===== src/rtl/transpose_memory_ctrl.sv =====
// transpose_memory_ctrl
//   Fill/drain sequencer for a banked NUM_PE x NUM_PE transpose memory.
//   Rows are written one per cycle with a diagonal skew (bank i, addr r holds
//   A[r][(i-r) mod NUM_PE]) and drained one column per cycle under
//   ready/valid backpressure.
//   Optional feature macro: TRANSPOSE_BYPASS_EN. When defined, ctrl=1 sampled on
//   the first accepted row selects pass-through (rows drained unmodified).
//   Without it, ctrl is ignored and every matrix is transposed.
module transpose_memory_ctrl #(
    parameter  int NUM_MG     = 8,
    parameter  int NUM_PE     = NUM_MG,
    localparam int ADDR_WIDTH = $clog2(NUM_PE)
) (
    input  logic                         clk,
    input  logic                         rst,
    input  logic                         ctrl,
    input  logic                         in_val,
    output logic                         in_rdy,
    output logic                         out_val,
    input  logic                         out_rdy,
    output logic                         write_e,
    output logic [ADDR_WIDTH-1:0]        write_addr,
    output logic [ADDR_WIDTH-1:0]        wr_rot,
    output logic [NUM_MG*ADDR_WIDTH-1:0] read_addr,
    output logic [ADDR_WIDTH-1:0]        rd_rot,
    output logic                         busy
);

    // Counters wrap by truncation, so the geometry must be a power of two.
    generate
        if (NUM_PE < 2 || (NUM_PE & (NUM_PE - 1)) != 0) begin : g_bad_num_pe
            $error("transpose_memory_ctrl: NUM_PE must be a power of two >= 2");
        end
        if (NUM_MG != NUM_PE) begin : g_bad_num_mg
            $error("transpose_memory_ctrl: NUM_MG must equal NUM_PE");
        end
    endgenerate

    localparam logic [ADDR_WIDTH-1:0] LAST = ADDR_WIDTH'(NUM_PE - 1);

    typedef enum logic [1:0] {
        IDLE  = 2'd0,
        FILL  = 2'd1,
        DRAIN = 2'd2
    } state_t;

    state_t                state_q, state_d;
    logic [ADDR_WIDTH-1:0] row_cnt_q, row_cnt_d;
    logic [ADDR_WIDTH-1:0] col_cnt_q, col_cnt_d;
    logic [ADDR_WIDTH-1:0] rd_rot_q, rd_rot_d;
    logic                  out_val_q, out_val_d;
    logic                  issued_all_q, issued_all_d;
    logic                  mode_q, mode_d;

    logic                  accept;
    logic                  issue;
    logic                  out_hs;
    logic                  ctrl_eff;
    logic [ADDR_WIDTH-1:0] rd_col;

`ifdef TRANSPOSE_BYPASS_EN
    assign ctrl_eff = ctrl;
`else
    logic unused_ctrl;
    assign unused_ctrl = ctrl;
    assign ctrl_eff    = 1'b0;
`endif

    assign in_rdy  = (state_q != DRAIN);
    assign accept  = in_val & in_rdy;
    assign out_hs  = out_val_q & out_rdy;
    // A new column read may be issued whenever the output slot is free or
    // being emptied this cycle.
    assign issue   = (state_q == DRAIN) & ~issued_all_q & (~out_val_q | out_rdy);

    assign write_e    = accept;
    assign write_addr = row_cnt_q;
    assign wr_rot     = row_cnt_q;
    assign out_val    = out_val_q;
    assign rd_rot     = rd_rot_q;
    assign busy       = (state_q != IDLE);

    // Column whose address the banks see: the column being issued, or the
    // last issued one (rd_rot_q) while stalled, so read_data stays put.
    assign rd_col = issue ? col_cnt_q : rd_rot_q;

    // Per-bank read address: skewed column fetch, or flat row fetch in bypass.
    always_comb begin
        read_addr = '0;
        if (state_q == DRAIN) begin
            for (int unsigned i = 0; i < NUM_MG; i++) begin
                read_addr[i*ADDR_WIDTH +: ADDR_WIDTH] =
                    mode_q ? rd_col : (ADDR_WIDTH'(i) - rd_col);
            end
        end
    end

    // Next-state logic for the fill/drain sequencer.
    always_comb begin
        state_d      = state_q;
        row_cnt_d    = row_cnt_q;
        col_cnt_d    = col_cnt_q;
        rd_rot_d     = rd_rot_q;
        out_val_d    = out_val_q;
        issued_all_d = issued_all_q;
        mode_d       = mode_q;

        unique case (state_q)
            IDLE: begin
                if (accept) begin
                    mode_d    = ctrl_eff;
                    row_cnt_d = row_cnt_q + ADDR_WIDTH'(1);
                    state_d   = (row_cnt_q == LAST) ? DRAIN : FILL;
                end
            end

            FILL: begin
                if (accept) begin
                    row_cnt_d = row_cnt_q + ADDR_WIDTH'(1);
                    if (row_cnt_q == LAST) begin
                        state_d = DRAIN;
                    end
                end
            end

            DRAIN: begin
                if (issue) begin
                    col_cnt_d = col_cnt_q + ADDR_WIDTH'(1);
                    rd_rot_d  = col_cnt_q;
                    out_val_d = 1'b1;
                    if (col_cnt_q == LAST) begin
                        issued_all_d = 1'b1;
                    end
                end else if (out_hs) begin
                    out_val_d = 1'b0;
                end

                // Last column handed off: matrix done, return to a clean idle.
                if (out_hs && issued_all_q) begin
                    state_d      = IDLE;
                    out_val_d    = 1'b0;
                    issued_all_d = 1'b0;
                    col_cnt_d    = '0;
                    rd_rot_d     = '0;
                    mode_d       = 1'b0;
                end
            end

            default: begin
                state_d = IDLE;
            end
        endcase
    end

    // State and counter registers with synchronous reset.
    always_ff @(posedge clk) begin
        if (rst) begin
            state_q      <= IDLE;
            row_cnt_q    <= '0;
            col_cnt_q    <= '0;
            rd_rot_q     <= '0;
            out_val_q    <= 1'b0;
            issued_all_q <= 1'b0;
            mode_q       <= 1'b0;
        end else begin
            state_q      <= state_d;
            row_cnt_q    <= row_cnt_d;
            col_cnt_q    <= col_cnt_d;
            rd_rot_q     <= rd_rot_d;
            out_val_q    <= out_val_d;
            issued_all_q <= issued_all_d;
            mode_q       <= mode_d;
        end
    end

endmodule

===== config.mk =====
export PLATFORM = sky130hd
export DESIGN_NAME = transpose_memory_ctrl
export DESIGN_NICKNAME = d
export VERILOG_FILES = /design/src/rtl/transpose_memory_ctrl.sv
export SDC_FILE = /design/constraint.sdc
export NUM_CORES = 1
export LEC_CHECK = 0
export ABC_CLOCK_PERIOD_IN_PS = 3800
export CAP_MARGIN = 20
export CELL_PAD_IN_SITES_DETAIL_PLACEMENT = 0
export CELL_PAD_IN_SITES_GLOBAL_PLACEMENT = 1
export CORE_MARGIN = 2
export CORE_UTILIZATION = 33
export CTS_CLUSTER_DIAMETER = 100
export DETAILED_ROUTE_END_ITERATION = 8
export GPL_TIMING_DRIVEN = 0
export HOLD_SLACK_MARGIN = 0.12
export PLACE_DENSITY = 0.94
export SLEW_MARGIN = 20
export SYNTH_ARGS = -nofsm -noshare
export SYNTH_HDL_FRONTEND = slang
export SYNTH_SLANG_ARGS = --single-unit

===== constraint.sdc =====
create_clock -name clk -period 3.8 [get_ports clk]
set_input_delay 0.76 -clock clk [delete_from_list [all_inputs] [get_ports clk]]
set_output_delay 0.76 -clock clk [all_outputs]
set_load 0.05 [all_outputs]

==> results of run 1 <==
[cell type report]
cell class,instances,area share
buffer,22,0.0989
timing repair buffer,40,0.258
clock buffer,4,0.0172
multi-input combinational,94,0.417
sequential,13,0.170
tap,44,0.0360
inverter,1,0.00245
[synth_stat cells, types with 2 or more instances]
library cell / number / area share
o31ai_1: 5 / 0.036
or3_1: 2 / 0.012
clkbuf_1: 4 / 0.014
ha_1: 5 / 0.060
a211oi_1: 2 / 0.014
o221ai_1: 2 / 0.017
nor3_1: 2 / 0.0095
o21ai_0: 3 / 0.014
xnor2_1: 3 / 0.025
o21ai_2: 2 / 0.017
and3_1: 4 / 0.024
and2b_2: 2 / 0.017
mux2i_1: 3 / 0.029
nand2_1: 4 / 0.014
a21oi_1: 14 / 0.067
nor2b_1: 6 / 0.036
buf_4: 16 / 0.11
o2111ai_1: 2 / 0.017
dfxtp_1: 13 / 0.25
and2_1: 4 / 0.024
xor2_1: 2 / 0.017
nor2_1: 8 / 0.029
nand3_1: 7 / 0.033
[metal layers]
metal,global-route usage,wire length [µm],up-vias
met4,0.0466,13,0
met2,0.259,1250,48
met1,0.210,1290,505
met3,0.0192,228,2
met5,0,0,-
li1,-,-,546
[worst min-delay path by stage]
stage	start	to	slack, ns	depth (start not counted)
detailed placement	wr_rot[2]	wr_rot[2]	0.55	2
global route	wr_rot[0]	wr_rot[0]	0.62	2
global placement	state_q[1]	state_q[0]	0.52	1
floorplan	state_q[1]	state_q[0]	0.48	1
CTS	state_q[1]	state_q[0]	0.56	1
finish	wr_rot[2]	wr_rot[2]	0.56	2
[power breakdown]
group | switching [mW] | internal [mW] | total [mW]
registers | 0.00394 | 0.139 | 0.143
logic | 0.0308 | 0.0203 | 0.0511
clock network | 0.0453 | 0.0407 | 0.0859
total | 0.0801 | 0.200 | 0.280
[timing repair]
item | in CTS | in global routing
buffers inserted | 0 | 0
gates resized for setup | 11 | 11
pin swaps | 0 | 0
setup endpoints to repair | 7 | 7
[registers in the layout, indices dropped and copies added, names as in the netlist]
register and cells:
out_val 1, rd_rot 3, issued_all_q 1, col_cnt_q 3, state_q 2, wr_rot 3
[layout by cell type (no fill, tap or decap), drive strengths merged]
cell type,Yosys,final
a2111oi,1,1
a211oi,2,2
a21oi,14,14
a22oi,1,1
and2,4,4
and2b,2,2
and3,4,4
buf,18,21
clkbuf,4,8
clkdlybuf4s50,0,28
dfxtp,13,13
dlygate4sd2,0,4
dlymetal6s2s,0,5
ha,5,5
inv,1,1
mux2i,3,3
nand2,4,4
nand2b,1,1
nand3,7,7
nand3b,1,1
nand4,1,1
nor2,8,8
nor2b,6,6
nor3,3,3
nor3b,1,1
o2111ai,2,2
o211ai,1,1
o21a,1,1
o21ai,6,6
o221ai,2,2
o31ai,5,5
or2,1,1
or3,2,2
or3b,1,1
xnor2,3,3
xor2,2,2
[stage by stage]
stage | instance area (µm²) | TNS (ns) | utilization
6_report | 1530 | 0 | 0.501
5_1_grt | 1530 | 0 | 0.501
4_1_cts | 1530 | 0 | 0.501
3_5_place_dp | 1510 | -1.05 | 0.493
3_3_place_gp | 1510 | -0.806 | 0.493
2_1_floorplan | 1050 | 0 | -
[worst reg2reg max path, cell delays in order (launching register included)]
cell and delay [ns]:
dfxtp_1 0.43, and2b_2 0.23, inv_2 0.07, buf_4 0.18
o31ai_1 0.26, a21oi_1 0.09
[cell families after synthesis]
| logic type | after synthesis | synth area share |
|---|---|---|
| buffers and inverters | 23 | 0.148 |
| adder cells (fa/ha/maj) | 5 | 0.0595 |
| XOR/XNOR | 5 | 0.0417 |
| AND/OR/NAND/NOR | 46 | 0.255 |
| flip-flops | 13 | 0.248 |
| multiplexers | 3 | 0.0286 |
| AO/OA/AOI/OAI | 35 | 0.220 |
==> flow_summary.ini, run 1 <==
[run_status]
status = completed

[critical_path]
rrSetupSlack_ns = 2.42
crit_required_ns = 3.04
r2r_cells = 5
critPathMaxStageDelay_ns = 0.80
crit_end = read_addr[17]
worstPathArrival_ns = 2.91
cp_max_fo = 10
startpoint = out_rdy
crit_top_cell = clkdlybuf4s50_1
critical_path.endpoint_type = output port
crit_path_start_kind = primary input
regToRegEndpoint = col_cnt_q[1]
cp.depth = 6
crit_family = buffers and inverters
slowest_stage = clkdlybuf4s50_1
critPathBufInv = 3
r2r_start = state_q[1]
path_cells = clkdlybuf4s50_1 -> and2b_2 -> buf_4 -> nor3_2 -> o21a_1 -> clkdlybuf4s50_1
path_class = primary input to output port

[synthesis]
synth-seq-cells = 13
ys_seq_area_frac = 0.248
syn_inst = 130
synthesis.area_um2 = 1050
async_reset_ff_frac = 0
syn_area_per_cell_um2 = 8.08
synth_cell_types = 38
yosysWarnings = 0
synth-edff-count = 0
synth.net_count = 140
ys.flop_type = dfxtp_1

[layout]
antenna_cells = 0
area_growth_pct = 45.6
final_cells = 218
num-fill-cells = 297
regArea_um2 = 260
drive_gt1_frac = 0.201
final_nets = 185
multi_input_area_um2 = 638

[detailed_routing]
first_iter_violations = 18
wire_per_inst_um = 12.8
ant_nets = 0
routed_wl_um = 2780
viasPerCell = 5.05
vias = 1101
drcViolationCount = 0
firstDrtPassIters = 4

[timing]
fin_worst_skew_ns = 0.00198
fin_ws_ns = 0.133
period_needed_ns = 3.67
hold_viol = 0
grt_setup_unrepaired = no
tightest_slew_ns = 0.512
whs_ns = 0.558
period_share = 0.965
slew_headroom = 0.658
setup_violations = 0
max_freq_mhz = 273
finalMaxSlewViolations = 0

[clocking]
cts_max_level = 1
cts_root_buffer = clkbuf_4
tritoncts = built
clock_path_buffers = 2
hold_buffers = 0
clk_transition_reported_paths_ns = 0.08
insertion_delay_ns = 0.27
numCtsBuffers = 3
clock_sinks = 13

[floorplan]
ios = 42
row_count = 20
initial_core_util = 0.344
fp.coreArea_um2 = 3050
die_w_um = 60.4
die_h_um = 60.4
dieArea_um2 = 3650

[global_routing]
grtUsageTotal = 0.155
grt_pass1_wl_um = 4380
grt_max_degree = 11
gr-total-overflow = 0
grt_pass1_vias = 969
antenna_found_initial = 0

[placement]
place_congestion = 0.818
place_hpwl_um = 2060
post-place-ws_ns = -0.368
place_inst = 214
port_buffers = 40

[worst_hold_path]
min_path_type = flip-flop to flip-flop

[power]
power_leakage_nw = 0.741
powerDensity_nw_per_um2 = 183
power_mw = 0.280
vdd.ir_drop.worst_mv = 0.152

[run]
max_cap_viol_count = 0
No activity file was read; power rests on OpenSTA's default activity.
==> run 2, diff against run 1 <==
- SETUP_SLACK_MARGIN: unset -> 0.2
==> flow_summary.ini, run 2 (synthesized netlist as in run 1, its figures left out) <==
[run_status]
status = completed

[critical_path]
critical_path.endpoint_type = output port
path_class = primary input to output port
path_cells = clkdlybuf4s50_1 -> nand2b_1 -> clkbuf_4 -> nand4_1 -> a21oi_1 -> clkdlybuf4s50_1
crit_top_cell = clkdlybuf4s50_1
crit_path_start_kind = primary input
critPathMaxStageDelay_ns = 0.82
critPathBufInv = 3
crit_family = buffers and inverters
worstPathArrival_ns = 2.77
cp_max_fo = 10
slowest_stage = clkdlybuf4s50_1
crit_required_ns = 3.04

[floorplan]
die_h_um = 60.4
fp.coreArea_um2 = 3050
initial_core_util = 0.344
die_w_um = 60.4
row_count = 20
dieArea_um2 = 3650
ios = 42

[timing]
hold_viol = 0
max_freq_mhz = 283
period_needed_ns = 3.53
fin_worst_skew_ns = 0.00125
period_share = 0.930
finalMaxSlewViolations = 0
slew_headroom = 0.659
setup_violations = 0
tightest_slew_ns = 0.509
grt_setup_unrepaired = yes
fin_ws_ns = 0.267

[placement]
place_congestion = 0.818
post-place-ws_ns = -0.368
port_buffers = 40
place_hpwl_um = 2060

[clocking]
clock_path_buffers = 2
tritoncts = built
clock_sinks = 13
cts_max_level = 1
insertion_delay_ns = 0.27
cts_root_buffer = clkbuf_4
hold_buffers = 0
clk_transition_reported_paths_ns = 0.08
numCtsBuffers = 3

[power]
vdd.ir_drop.worst_mv = 0.152
p_int_mw = 0.200
powerDensity_nw_per_um2 = 184
p_sw_mw = 0.0792
switching_share = 0.284
pwr-share-seq = 0.512
combPwrFrac = 0.183
power_leakage_nw = 0.787
p_clk_frac = 0.305

[global_routing]
gr-total-overflow = 0
antenna_found_initial = 0
grt_max_degree = 11
grt_pass1_wl_um = 4440
grtUsageTotal = 0.157
grt_pass1_vias = 981

[detailed_routing]
vias = 1099
firstDrtPassIters = 4
drcViolationCount = 0
ant_nets = 0
viasPerCell = 5.04
first_iter_violations = 19
routed_wl_um = 2790
wire_per_inst_um = 12.8

[layout]
antenna_cells = 0
final_nets = 185
mostFrequentLayoutCells = clkdlybuf4s50_1 (19), buf_4 (18), a21oi_1 (14)
final_util = 0.497
final_common_cell = clkdlybuf4s50_1
drive_gt1_frac = 0.230
area_growth_pct = 44.4

[worst_hold_path]
min_path_type = flip-flop to flip-flop

[run]
max_cap_viol_count = 0
[run 2: changes by cell type in the layout (fill, tap and decap cells not counted)]
cell / delta
dlygate4sd2_1: +4
clkbuf_4: +1
buf_4: +1
clkbuf_2: +4
buf_2: -2
clkdlybuf4s50_1: -9
nand3_1: -1
dlymetal6s2s_1: +1
nand3_2: +1
[run 2: worst paths after layout]
path	slack, ns	startpoint	end	cells after the start
hold / removal	0.56	wr_rot[2]	wr_rot[2]	2
setup / recovery	0.27	out_rdy	read_addr[2]	6
hold reg to reg	0.56	wr_rot[2]	wr_rot[2]	2
setup reg to reg	2.43	state_q[1]	rd_rot[1]	5
[run 2: tightest hold or removal path: stages, from the launching register on]
cell	delay (ns)
dfxtp_1	0.34
mux2i_1	0.13
nor2_1	0.05
[run 2: repair_timing]
| item | CTS | global route |
|---|---|---|
| gates resized for setup | 27 | 19 |
| setup buffers | 0 | 0 |
| endpoints found under the hold margin | 0 | 0 |
| pin swaps | 0 | 0 |
| setup endpoints to repair | 15 | 15 |
[run 2: layer usage]
metal	vias up	track usage	wire, µm
met5	-	0	0
met4	0	0.0466	17
met3	4	0.0213	244
met2	50	0.266	1230
met1	499	0.210	1290
li1	546	-	-
[run 2: metrics by stage]
| stage | instance area, µm² | hold WS (ns) | power (mW) | instances | TNS, ns |
|---|---|---|---|---|---|
| 2_1_floorplan | 1050 | 0.477 | 0.179 | 130 | 0 |
| 3_3_place_gp | 1510 | 0.521 | 0.197 | 214 | -0.806 |
| 3_5_place_dp | 1510 | 0.545 | 0.197 | 214 | -1.05 |
| 4_1_cts | 1510 | 0.564 | 0.282 | 218 | 0 |
| 5_1_grt | 1520 | 0.616 | 0.294 | 218 | 0 |
| 6_report | 1520 | 0.558 | 0.279 | 218 | 0 |
[run 2: area by class of cell]
cell class / count / area [µm²]
Inverter: 1 / 3.75
Multi-Input combinational cell: 94 / 643
Buffer: 22 / 154
Tap cell: 44 / 55.1
Timing Repair Buffer: 40 / 375
Fill cell: 300 / 1540
Clock buffer: 4 / 26.3
Sequential cell: 13 / 260
[run 2: power by group through the flow]
stage               sequential, mW  combinational (mW)  clock (mW)
finish                       0.143              0.0511      0.0851
global route                 0.144              0.0538      0.0967
CTS                          0.143              0.0515      0.0873
detailed placement           0.146              0.0514           0
global placement             0.146              0.0508           0
floorplan                    0.153              0.0258           0
